===== src/rtl/adc_channel_sequencer_if.sv =====
// ADC controller handshake bundle: the sequencer drives go/channel, the ADC
// controller returns a done level and the conversion result.
interface adc_channel_sequencer_if #(
    parameter int CH_NUM = 8,
    parameter int DATA_W = 12
);
    localparam int CH_W = $clog2(CH_NUM);

    logic              adc_go_o;
    logic [CH_W-1:0]   adc_ch_o;
    logic              adc_done_i;
    logic [DATA_W-1:0] adc_data_i;

    modport master (
        output adc_go_o,
        output adc_ch_o,
        input  adc_done_i,
        input  adc_data_i
    );

    modport slave (
        input  adc_go_o,
        input  adc_ch_o,
        output adc_done_i,
        output adc_data_i
    );
endinterface


===== src/rtl/adc_channel_sequencer.sv =====
// Sweeps enabled ADC channels once per sample tick and emits channel-tagged samples.
// Optional per-channel conversion timeout: define ADC_SEQ_TIMEOUT_EN.
module adc_channel_sequencer #(
    parameter int CLK_FRQ     = 50000000,
    parameter int SAMP_FRQ    = 12500,
    parameter int CH_NUM      = 8,
    parameter int DATA_W      = 12,
    parameter int TIMEOUT_CYC = 1024,
    localparam int CH_W       = $clog2(CH_NUM)
) (
    input  logic                   clk_i,
    input  logic                   rst_i,
    input  logic [CH_NUM-1:0]      ch_en_i,
    adc_channel_sequencer_if.master adc,
    output logic [DATA_W-1:0]      smp_data_o,
    output logic [CH_W-1:0]        smp_ch_o,
    output logic                   smp_val_o,
    output logic                   sweep_done_o,
    output logic                   overrun_o,
    output logic                   timeout_o
);
    localparam int TICK_CNT = CLK_FRQ / SAMP_FRQ;
    localparam int TCK_W    = $clog2(TICK_CNT);

    if (TICK_CNT < 2 || CH_NUM < 2 || TIMEOUT_CYC < 2) begin : g_param_check
        $error("adc_channel_sequencer: TICK_CNT, CH_NUM and TIMEOUT_CYC must be >= 2");
    end

    typedef enum logic [1:0] {IDLE, START, WAIT_DONE, RELEASE} state_t;

    state_t              r_state, w_state_n;
    logic [TCK_W-1:0]    r_tick_cnt;
    logic                w_tick;
    logic [CH_NUM-1:0]   r_mask, w_mask_n;
    logic [CH_W-1:0]     r_ch, w_ch_n;
    logic                r_go, w_go_n;
    logic [DATA_W-1:0]   r_smp_data, w_smp_data_n;
    logic [CH_W-1:0]     r_smp_ch, w_smp_ch_n;
    logic                r_smp_val, w_smp_val_n;
    logic                r_sweep_done, w_sweep_done_n;
    logic                r_overrun, w_overrun_n;
    logic                r_timeout, w_timeout_n;
    logic [CH_W-1:0]     w_first_ch, w_next_ch;
    logic                w_has_next;

    assign w_tick = (r_tick_cnt == TCK_W'(TICK_CNT - 1));

    always_ff @(posedge clk_i) begin
        if (rst_i) r_tick_cnt <= '0;
        else       r_tick_cnt <= w_tick ? '0 : r_tick_cnt + 1'b1;
    end

    // Downward scans leave the lowest qualifying index as the final assignment.
    always_comb begin
        w_first_ch = '0;
        for (int i = CH_NUM - 1; i >= 0; i--)
            if (ch_en_i[i]) w_first_ch = CH_W'(i);
    end

    always_comb begin
        w_has_next = 1'b0;
        w_next_ch  = '0;
        for (int i = CH_NUM - 1; i >= 0; i--) begin
            if (r_mask[i] && (CH_W'(i) > r_ch)) begin
                w_has_next = 1'b1;
                w_next_ch  = CH_W'(i);
            end
        end
    end

`ifdef ADC_SEQ_TIMEOUT_EN
    localparam int TO_W = $clog2(TIMEOUT_CYC);
    logic [TO_W-1:0] r_to_cnt, w_to_cnt_n;

    always_ff @(posedge clk_i) begin
        if (rst_i) r_to_cnt <= '0;
        else       r_to_cnt <= w_to_cnt_n;
    end
`endif

    always_comb begin
        w_state_n      = r_state;
        w_mask_n       = r_mask;
        w_ch_n         = r_ch;
        w_go_n         = r_go;
        w_smp_data_n   = r_smp_data;
        w_smp_ch_n     = r_smp_ch;
        w_smp_val_n    = 1'b0;
        w_sweep_done_n = 1'b0;
        w_overrun_n    = w_tick && (r_state != IDLE);
        w_timeout_n    = 1'b0;
`ifdef ADC_SEQ_TIMEOUT_EN
        w_to_cnt_n     = r_to_cnt;
`endif
        case (r_state)
            IDLE: begin
                if (w_tick && (|ch_en_i)) begin
                    w_mask_n  = ch_en_i;
                    w_ch_n    = w_first_ch;
                    w_state_n = START;
                end
            end
            START: begin
                w_go_n    = 1'b1;
                w_state_n = WAIT_DONE;
`ifdef ADC_SEQ_TIMEOUT_EN
                w_to_cnt_n = '0;
`endif
            end
            WAIT_DONE: begin
                if (adc.adc_done_i) begin
                    w_go_n       = 1'b0;
                    w_smp_val_n  = 1'b1;
                    w_smp_data_n = adc.adc_data_i;
                    w_smp_ch_n   = r_ch;
                    w_state_n    = RELEASE;
                end
`ifdef ADC_SEQ_TIMEOUT_EN
                else if (r_to_cnt == TO_W'(TIMEOUT_CYC - 1)) begin
                    w_go_n      = 1'b0;
                    w_timeout_n = 1'b1;
                    w_state_n   = RELEASE;
                end else begin
                    w_to_cnt_n = r_to_cnt + 1'b1;
                end
`endif
            end
            RELEASE: begin
                if (!adc.adc_done_i) begin
                    if (w_has_next) begin
                        w_ch_n    = w_next_ch;
                        w_state_n = START;
                    end else begin
                        w_sweep_done_n = 1'b1;
                        w_state_n      = IDLE;
                    end
                end
            end
            default: w_state_n = IDLE;
        endcase
    end

    always_ff @(posedge clk_i) begin
        if (rst_i) begin
            r_state      <= IDLE;
            r_mask       <= '0;
            r_ch         <= '0;
            r_go         <= 1'b0;
            r_smp_data   <= '0;
            r_smp_ch     <= '0;
            r_smp_val    <= 1'b0;
            r_sweep_done <= 1'b0;
            r_overrun    <= 1'b0;
            r_timeout    <= 1'b0;
        end else begin
            r_state      <= w_state_n;
            r_mask       <= w_mask_n;
            r_ch         <= w_ch_n;
            r_go         <= w_go_n;
            r_smp_data   <= w_smp_data_n;
            r_smp_ch     <= w_smp_ch_n;
            r_smp_val    <= w_smp_val_n;
            r_sweep_done <= w_sweep_done_n;
            r_overrun    <= w_overrun_n;
            r_timeout    <= w_timeout_n;
        end
    end

    assign adc.adc_go_o = r_go;
    assign adc.adc_ch_o = r_ch;
    assign smp_data_o   = r_smp_data;
    assign smp_ch_o     = r_smp_ch;
    assign smp_val_o    = r_smp_val;
    assign sweep_done_o = r_sweep_done;
    assign overrun_o    = r_overrun;
    assign timeout_o    = r_timeout;
endmodule

===== src/flat_wrapper.sv =====
// flat-port wrapper written by rule: the top's interface ports become plain ports
module adc_channel_sequencer_flat 
#(
    parameter int CLK_FRQ     = 50000000,
    parameter int SAMP_FRQ    = 12500,
    parameter int CH_NUM      = 8,
    parameter int DATA_W      = 12,
    parameter int TIMEOUT_CYC = 1024,
    localparam int CH_W       = $clog2(CH_NUM)
)
  (clk_i, rst_i, ch_en_i, smp_data_o, smp_ch_o, smp_val_o, sweep_done_o, overrun_o, timeout_o, adc_adc_go_o, adc_adc_ch_o, adc_adc_done_i, adc_adc_data_i);
  adc_channel_sequencer_if #(.CH_NUM(CH_NUM), .DATA_W(DATA_W)) adc_i ();
  input  logic clk_i;
  input  logic rst_i;
  input  logic [CH_NUM-1:0] ch_en_i;
  output logic [DATA_W-1:0] smp_data_o;
  output logic [CH_W-1:0] smp_ch_o;
  output logic smp_val_o;
  output logic sweep_done_o;
  output logic overrun_o;
  output logic timeout_o;
  output wire logic [$bits(adc_i.adc_go_o)-1:0] adc_adc_go_o;
  output wire logic [$bits(adc_i.adc_ch_o)-1:0] adc_adc_ch_o;
  input wire logic [$bits(adc_i.adc_done_i)-1:0] adc_adc_done_i;
  input wire logic [$bits(adc_i.adc_data_i)-1:0] adc_adc_data_i;
  assign adc_adc_go_o = adc_i.adc_go_o;
  assign adc_adc_ch_o = adc_i.adc_ch_o;
  assign adc_i.adc_done_i = adc_adc_done_i;
  assign adc_i.adc_data_i = adc_adc_data_i;
  adc_channel_sequencer #(.CLK_FRQ(CLK_FRQ), .SAMP_FRQ(SAMP_FRQ), .CH_NUM(CH_NUM), .DATA_W(DATA_W), .TIMEOUT_CYC(TIMEOUT_CYC)) u_core (.clk_i(clk_i), .rst_i(rst_i), .ch_en_i(ch_en_i), .adc(adc_i), .smp_data_o(smp_data_o), .smp_ch_o(smp_ch_o), .smp_val_o(smp_val_o), .sweep_done_o(sweep_done_o), .overrun_o(overrun_o), .timeout_o(timeout_o));
endmodule

===== config.mk =====
export PLATFORM = sky130hd
export DESIGN_NAME = adc_channel_sequencer_flat
export DESIGN_NICKNAME = d
export VERILOG_FILES = /design/src/rtl/adc_channel_sequencer_if.sv /design/src/rtl/adc_channel_sequencer.sv /design/src/flat_wrapper.sv
export SDC_FILE = /design/constraint.sdc
export NUM_CORES = 1
export LEC_CHECK = 0
export ABC_AREA = 1
export ABC_CLOCK_PERIOD_IN_PS = 3800
export BUFFER_PORTS_ARGS = -buffer_cell sky130_fd_sc_hd__buf_4
export CAP_MARGIN = 20
export CORE_AREA = 8 8 73 75
export CTS_CLUSTER_SIZE = 30
export DETAILED_ROUTE_END_ITERATION = 12
export DIE_AREA = 0 0 81 83
export PLACE_DENSITY = 0.73
export SYNTH_ARGS = -nofsm -noshare
export SYNTH_HDL_FRONTEND = slang
export SYNTH_SLANG_ARGS = --single-unit

===== constraint.sdc =====
create_clock -name clk_i -period 3.8 [get_ports clk_i]
set_input_delay 0.76 -clock clk_i [delete_from_list [all_inputs] [get_ports clk_i]]
set_output_delay 0.76 -clock clk_i [all_outputs]
set_load 0.1 [all_outputs]

==> impl_metrics.ini, run 1 <==
[outcome]
status = finished, final reports clean

[clock_network]
cts_tree = built
cts_hold_buf = 0
clkTransAtPathRegs_ns = 0.07
clk_latency_ns = 0.29
cts_setup_buffers = 0
cts_buffers = 5
cts_resized = 0
cts.sinks = 43
cts-root-buf = clkbuf_8
htree_levels = 2
cts_max_path_buffers = 2

[setup_path]
path_max_fanout = 17
required_ns = 4.02
cp-end-kind = flip-flop
path_cells = inv_1, ha_1, nand2_1, nor2_1, inv_1, o21ai_0
cp_slowest_cell = nor2_1
path_common_cell = inv_1
setup.worst_path.class = reg2reg
arrival_ns = 2.36
crit_path_start_kind = flip-flop
cpPeakStageDelay_ns = 0.74

[final_layout]
diodes = 0
fin_util_pct = 58.8
finalNetCount = 351
final_area_mm2 = 0.00247
drive_above_1_share_pct = 20.1
nFillCells = 413
final_cells = 376
syn_to_final_growth_pct = 22.2

[timing]
slew_headroom_pct = 46.7
fin_setup_tns_ns = 0
fin_crit_sh_pct = 56.4
finalHoldViolations = 0
setup_slack_ns = 1.65
setup_viol = 0
worst_slew_pin_slew_ns = 0.797
fmax_ghz = 0.466
min_period_ns = 2.15
slew_viol_final = 0
finalClockSkew_ns = 0.00381
rsz0062_at_grt = no

[placement]
port_buffers = 44
gp_congestion = 0.840
dpl.hpwl_um = 3320
dpl.cell_count = 368
place_area_mm2 = 0.00237
place_ws_ns = 1.40

[logic_synthesis]
synth_flop_cell = dfxtp_1
synth_seq_cells = 43
syn_area_mm2 = 0.00202
synth-warning-count = 0
yosysTopAreaCell = dfxtp_1
yosys-top-cells-count = nand2_1, dfxtp_1, nor2_1
synth_top_area_share_pct = 42.6
avgSynthCellArea_um2 = 7.22
synthArstFlopShare_pct = 0
synth_area_leaders = dfxtp_1, nand2_1, nand3_1, nor2_1, inv_1
ys_types = 28
synthCells = 280
synth.net_count = 308
seq_area_frac_synth_pct = 42.6
synth-edff-count = 0
yosysMostFrequentCell = nand2_1

[routing]
vias_per_cell = 4.83
ant_nets = 0
first_pass_iters = 5
drt_iter0_drc = 116
wl_per_cell_um = 11.9
wirelength_um = 4470
drc = 0
vias = 1816

[run]
max-cap-violations = 0

[worst_hold_path]
hold_class = reg2reg

[grt]
grt_use_total_pct = 13.5
grt_antenna_before_repair = 0
grt-ovfl-total = 0
grt_pass1_vias = 1709
grt_max_degree = 21
grt_pass1_wl_um = 7510

[power_and_ir_drop]
leakagePower_nw = 1.14
irDropWorstVdd_mv = 0.297
power_density_mw_per_mm2 = 519

[floorplan]
die_h_um = 83
fp.coreArea_mm2 = 0.00420
io_pins = 46
die_x_um = 81
initial_core_util_pct = 48.1
fp-row-count = 24
fp.dieArea_mm2 = 0.00672
[cell type report]
| cell class | instances | area (um2) | share of cell area [%] |
|---|---|---|---|
| multi-input cells | 203 | 1020 | 41.1 |
| flip-flops and latches | 43 | 861 | 34.9 |
| repair buffers | 44 | 330 | 13.4 |
| clock buffers | 8 | 100 | 4.05 |
| inverters | 26 | 97.6 | 3.95 |
| well taps | 52 | 65.1 | 2.63 |
[metrics by stage]
step	hold WS [ns]	power [mW]
4_1_cts	0.460	1.29
2_1_floorplan	0.418	0.881
5_1_grt	0.478	1.34
6_report	0.454	1.28
3_3_place_gp	0.434	0.975
3_5_place_dp	0.448	0.978
[where the power goes]
part	total (mW)	leakage [nW]	internal, mW	switching (mW)
Combinational	0.450	0.743	0.107	0.343
Sequential	0.520	0.348	0.488	0.0323
Clock	0.312	0.0515	0.166	0.146
[critical path, delay by kind of cell, from the launching register on]
family	cells	cell delay [ns]
flip-flops	1	0.37
adder cells (fa/ha/maj)	1	0.19
AND/OR/NAND/NOR	2	1.07
AO/OA/AOI/OAI	1	0.18
buffers and inverters	2	0.27
[cells in the final DEF, fill, tap and decap left out]
master	n
a21oi_1	17
a22oi_1	1
buf_4	44
clkbuf_1	1
clkbuf_8	7
conb_1	1
dfxtp_1	43
ha_1	5
inv_1	26
nand2_1	80
nand2_2	3
nand3_1	26
nand3_4	2
nor2_1	32
nor2_2	1
nor2_4	5
nor3_1	11
nor3_2	1
nor3b_1	2
o21ai_0	6
o21ai_4	1
o21bai_1	2
o22ai_1	1
or2_0	3
or2_2	1
xnor2_1	1
xor2_1	1
[path summary, 6_finish.rpt]
path              cells after the start                              end  slack [ns]                             from
hold reg to reg                       1  u_core.r_tick_cnt[0]$_SDFF_PP0_        0.45  u_core.r_tick_cnt[0]$_SDFF_PP0_
setup reg to reg                      6  u_core.smp_ch_o[2]$_SDFFE_PP0P_        1.65   u_core.r_state[0]$_SDFFE_PP0P_
setup / recovery                      6  u_core.smp_ch_o[2]$_SDFFE_PP0P_        1.65   u_core.r_state[0]$_SDFFE_PP0P_
hold / removal                        1  u_core.r_tick_cnt[0]$_SDFF_PP0_        0.45  u_core.r_tick_cnt[0]$_SDFF_PP0_
[layer usage]
| layer | vias up | track usage (%) | part of all wire [%] | wire, um |
|---|---|---|---|---|
| met1 | 793 | 15.9 | 45 | 2020 |
| met5 | - | 0 | 0 | 0 |
| met2 | 46 | 21.5 | 45 | 2020 |
| met4 | 0 | 3.90 | 1.1 | 49 |
| met3 | 6 | 5.82 | 8.5 | 382 |
| li1 | 971 | - | - | - |
[logic make-up after synthesis]
kind of cell             after synthesis  share of synthesized area (%)
other                                  1                          0.185
AO/OA/AOI/OAI                         28                           7.92
AND/OR/NAND/NOR                      167                           38.2
buffers and inverters                 34                           7.18
XOR/XNOR                               2                          0.866
flip-flops                            43                           42.6
adder cells (fa/ha/maj)                5                           3.09
[registers in the layout, summed over array words and instances (netlist names)]
register             count
u_core.adc.adc_ch_o      3
u_core.adc.adc_go_o      1
u_core.overrun_o         1
u_core.r_mask            7
u_core.r_state           2
u_core.r_tick_cnt       12
u_core.smp_ch_o          3
u_core.smp_data_o       12
u_core.smp_val_o         1
u_core.sweep_done_o      1
No activity file was read; power rests on OpenSTA's default activity.
==> run 2: changes to the inputs <==
--- a/config.mk
+++ b/config.mk
@@ -6,7 +6,7 @@
 export NUM_CORES = 1
 export LEC_CHECK = 0
 export ABC_AREA = 1
-export ABC_CLOCK_PERIOD_IN_PS = 3800
+export ABC_CLOCK_PERIOD_IN_PS = 2200
 export BUFFER_PORTS_ARGS = -buffer_cell sky130_fd_sc_hd__buf_4
 export CAP_MARGIN = 20
 export CORE_AREA = 8 8 73 75
==> constraint.sdc (replaced) <==
create_clock -name clk_i -period 2.2 [get_ports clk_i]
set_input_delay 0.44 -clock clk_i [delete_from_list [all_inputs] [get_ports clk_i]]
set_output_delay 0.44 -clock clk_i [all_outputs]
set_load 0.1 [all_outputs]
==> run 2 against run 1 <==
Maximum frequency increased by 29%. Sequential share of layout area decreased by 0.56 points. Register-to-register slack got worse by 1.1 ns. Critical path type unchanged. Non-clock buffer count increased by 3. Count of clock-buffer cells in the layout decreased by 2. Sequential cell count unchanged.
==> impl_metrics.ini, run 2 (synthesized netlist as in run 1, its figures left out) <==
[timing]
fmax_ghz = 0.601
setup_viol = 0
finalHoldViolations = 0
fin_setup_tns_ns = 0
min_period_ns = 1.66
timing.hold.ws_ns = 0.333
rsz0062_at_grt = no
finalClockSkew_ns = 0.00606
fin_crit_sh_pct = 75.6
slew_viol_final = 0

[grt]
grt_max_degree = 20
met1_usage_pct = 17.3
use_met3_pct = 4.74
grt_antenna_before_repair = 0
grt_use_met2_pct = 21.2
grt_busiest_layer = met2
grt_use_total_pct = 13.6
grt-ovfl-total = 0
grt_pass1_vias = 1747
grt_pass1_wl_um = 7680

[setup_path]
cp-end-kind = flip-flop
arrival_ns = 1.85
crit_family = adder cells
path_max_fanout = 11
critPathBufInv = 2
path_cells = inv_1, ha_1, inv_1, a21oi_1, nand3_4, a21oi_1, nor2_1
cp_slowest_cell = ha_1
crit_path_start_kind = flip-flop
required_ns = 2.39
cpPeakStageDelay_ns = 0.45
setup.worst_path.class = reg2reg

[clock_network]
htree_levels = 2
cts_tree = built
cts.sinks = 43
cts_buffers = 5
clkTransAtPathRegs_ns = 0.08
cts_hold_buf = 0
clk_latency_ns = 0.29
cts_resized = 0
cts_max_path_buffers = 2
cts-root-buf = clkbuf_8
cts_setup_buffers = 0

[final_layout]
drive_above_1_share_pct = 21.1
layout_common_cells = nand2_1, buf_4, dfxtp_1, nor2_1
final_common_cell = nand2_1
finalNetCount = 354
fin_util_pct = 59.7
syn_to_final_growth_pct = 24.1
diodes = 0
nFillCells = 389
final_cells = 379

[floorplan]
io_pins = 46
die_h_um = 83
initial_core_util_pct = 48.1
fp.coreArea_mm2 = 0.00420
die_x_um = 81
fp.dieArea_mm2 = 0.00672
fp-row-count = 24

[power_and_ir_drop]
p_sw_mw = 0.899
power_density_mw_per_mm2 = 916
p_comb_share_pct = 34.0
clkPwrFrac_pct = 27.1
p_int_mw = 1.40
irDropWorstVdd_mv = 0.510
leakagePower_nw = 1.17
switching_share_pct = 39.1
pwr-share-seq_pct = 38.9

[routing]
wl_per_cell_um = 11.4
first_pass_iters = 4
wirelength_um = 4340
drc = 0
vias = 1833
drt_iter0_drc = 144
ant_nets = 0
vias_per_cell = 4.84

[run]
max-cap-violations = 0

[placement]
gp_congestion = 0.825
dpl.hpwl_um = 3330
port_buffers = 44
dpl.cell_count = 371

[worst_hold_path]
hold_class = in2reg

[outcome]
status = finished, final reports clean
run 2: worst register-to-register path, cell delays in order, from the launching register on:
cell     delay (ns)
dfxtp_1        0.33
inv_1          0.11
ha_1           0.45
inv_1          0.11
a21oi_1        0.26
nand3_4        0.13
a21oi_1        0.14
nor2_1         0.05
run 2: metrics by stage:
stage               power, mW  area [um2]  worst slack [ns]
floorplan                1.52        2020             0.162
global placement         1.69        2390             0.611
detailed placement       1.70        2390             0.544
CTS                      2.33        2510             0.532
global route             2.42        2510             0.397
finish                   2.30        2510             0.536
run 2: power by group through the flow:
stage	logic [mW]	clock network [mW]	registers, mW
floorplan	0.258	0	1.26
finish	0.782	0.622	0.895
detailed placement	0.785	0	0.913
global route	0.838	0.673	0.906
CTS	0.786	0.645	0.896
global placement	0.780	0	0.909
run 2: final timing paths:
| kind | slack (ns) | to | start | cells past startpoint |
|---|---|---|---|---|
| worst max register to register | 0.54 | u_core.adc.adc_ch_o[0]$_SDFFE_PP0P_ | u_core.r_state[1]$_SDFFE_PP0P_ | 7 |
| worst max-delay path | 0.54 | u_core.adc.adc_ch_o[0]$_SDFFE_PP0P_ | u_core.r_state[1]$_SDFFE_PP0P_ | 7 |
| worst min register to register | 0.45 | u_core.r_tick_cnt[0]$_SDFF_PP0_ | u_core.r_tick_cnt[0]$_SDFF_PP0_ | 1 |
| worst min-delay path | 0.33 | u_core.smp_data_o[0]$_SDFFE_PP0P_ | adc_adc_data_i[0] | 3 |
run 2: layout make-up:
cell class	count	area (um2)	share of cell area, %
multi-input cells	203	1020	40.5
flip-flops and latches	43	861	34.3
repair buffers	47	353	14.1
inverters	26	97.6	3.89
clock buffers	6	82.6	3.29
well taps	52	65.1	2.59
clock inverters	2	35.0	1.40
run 2: layer usage:
layer  vias to the layer above  wire (um)
met5                         -          0
met4                         0         39
met3                         5        334
met2                        53       1860
met1                       801       2100
li1                        974          -
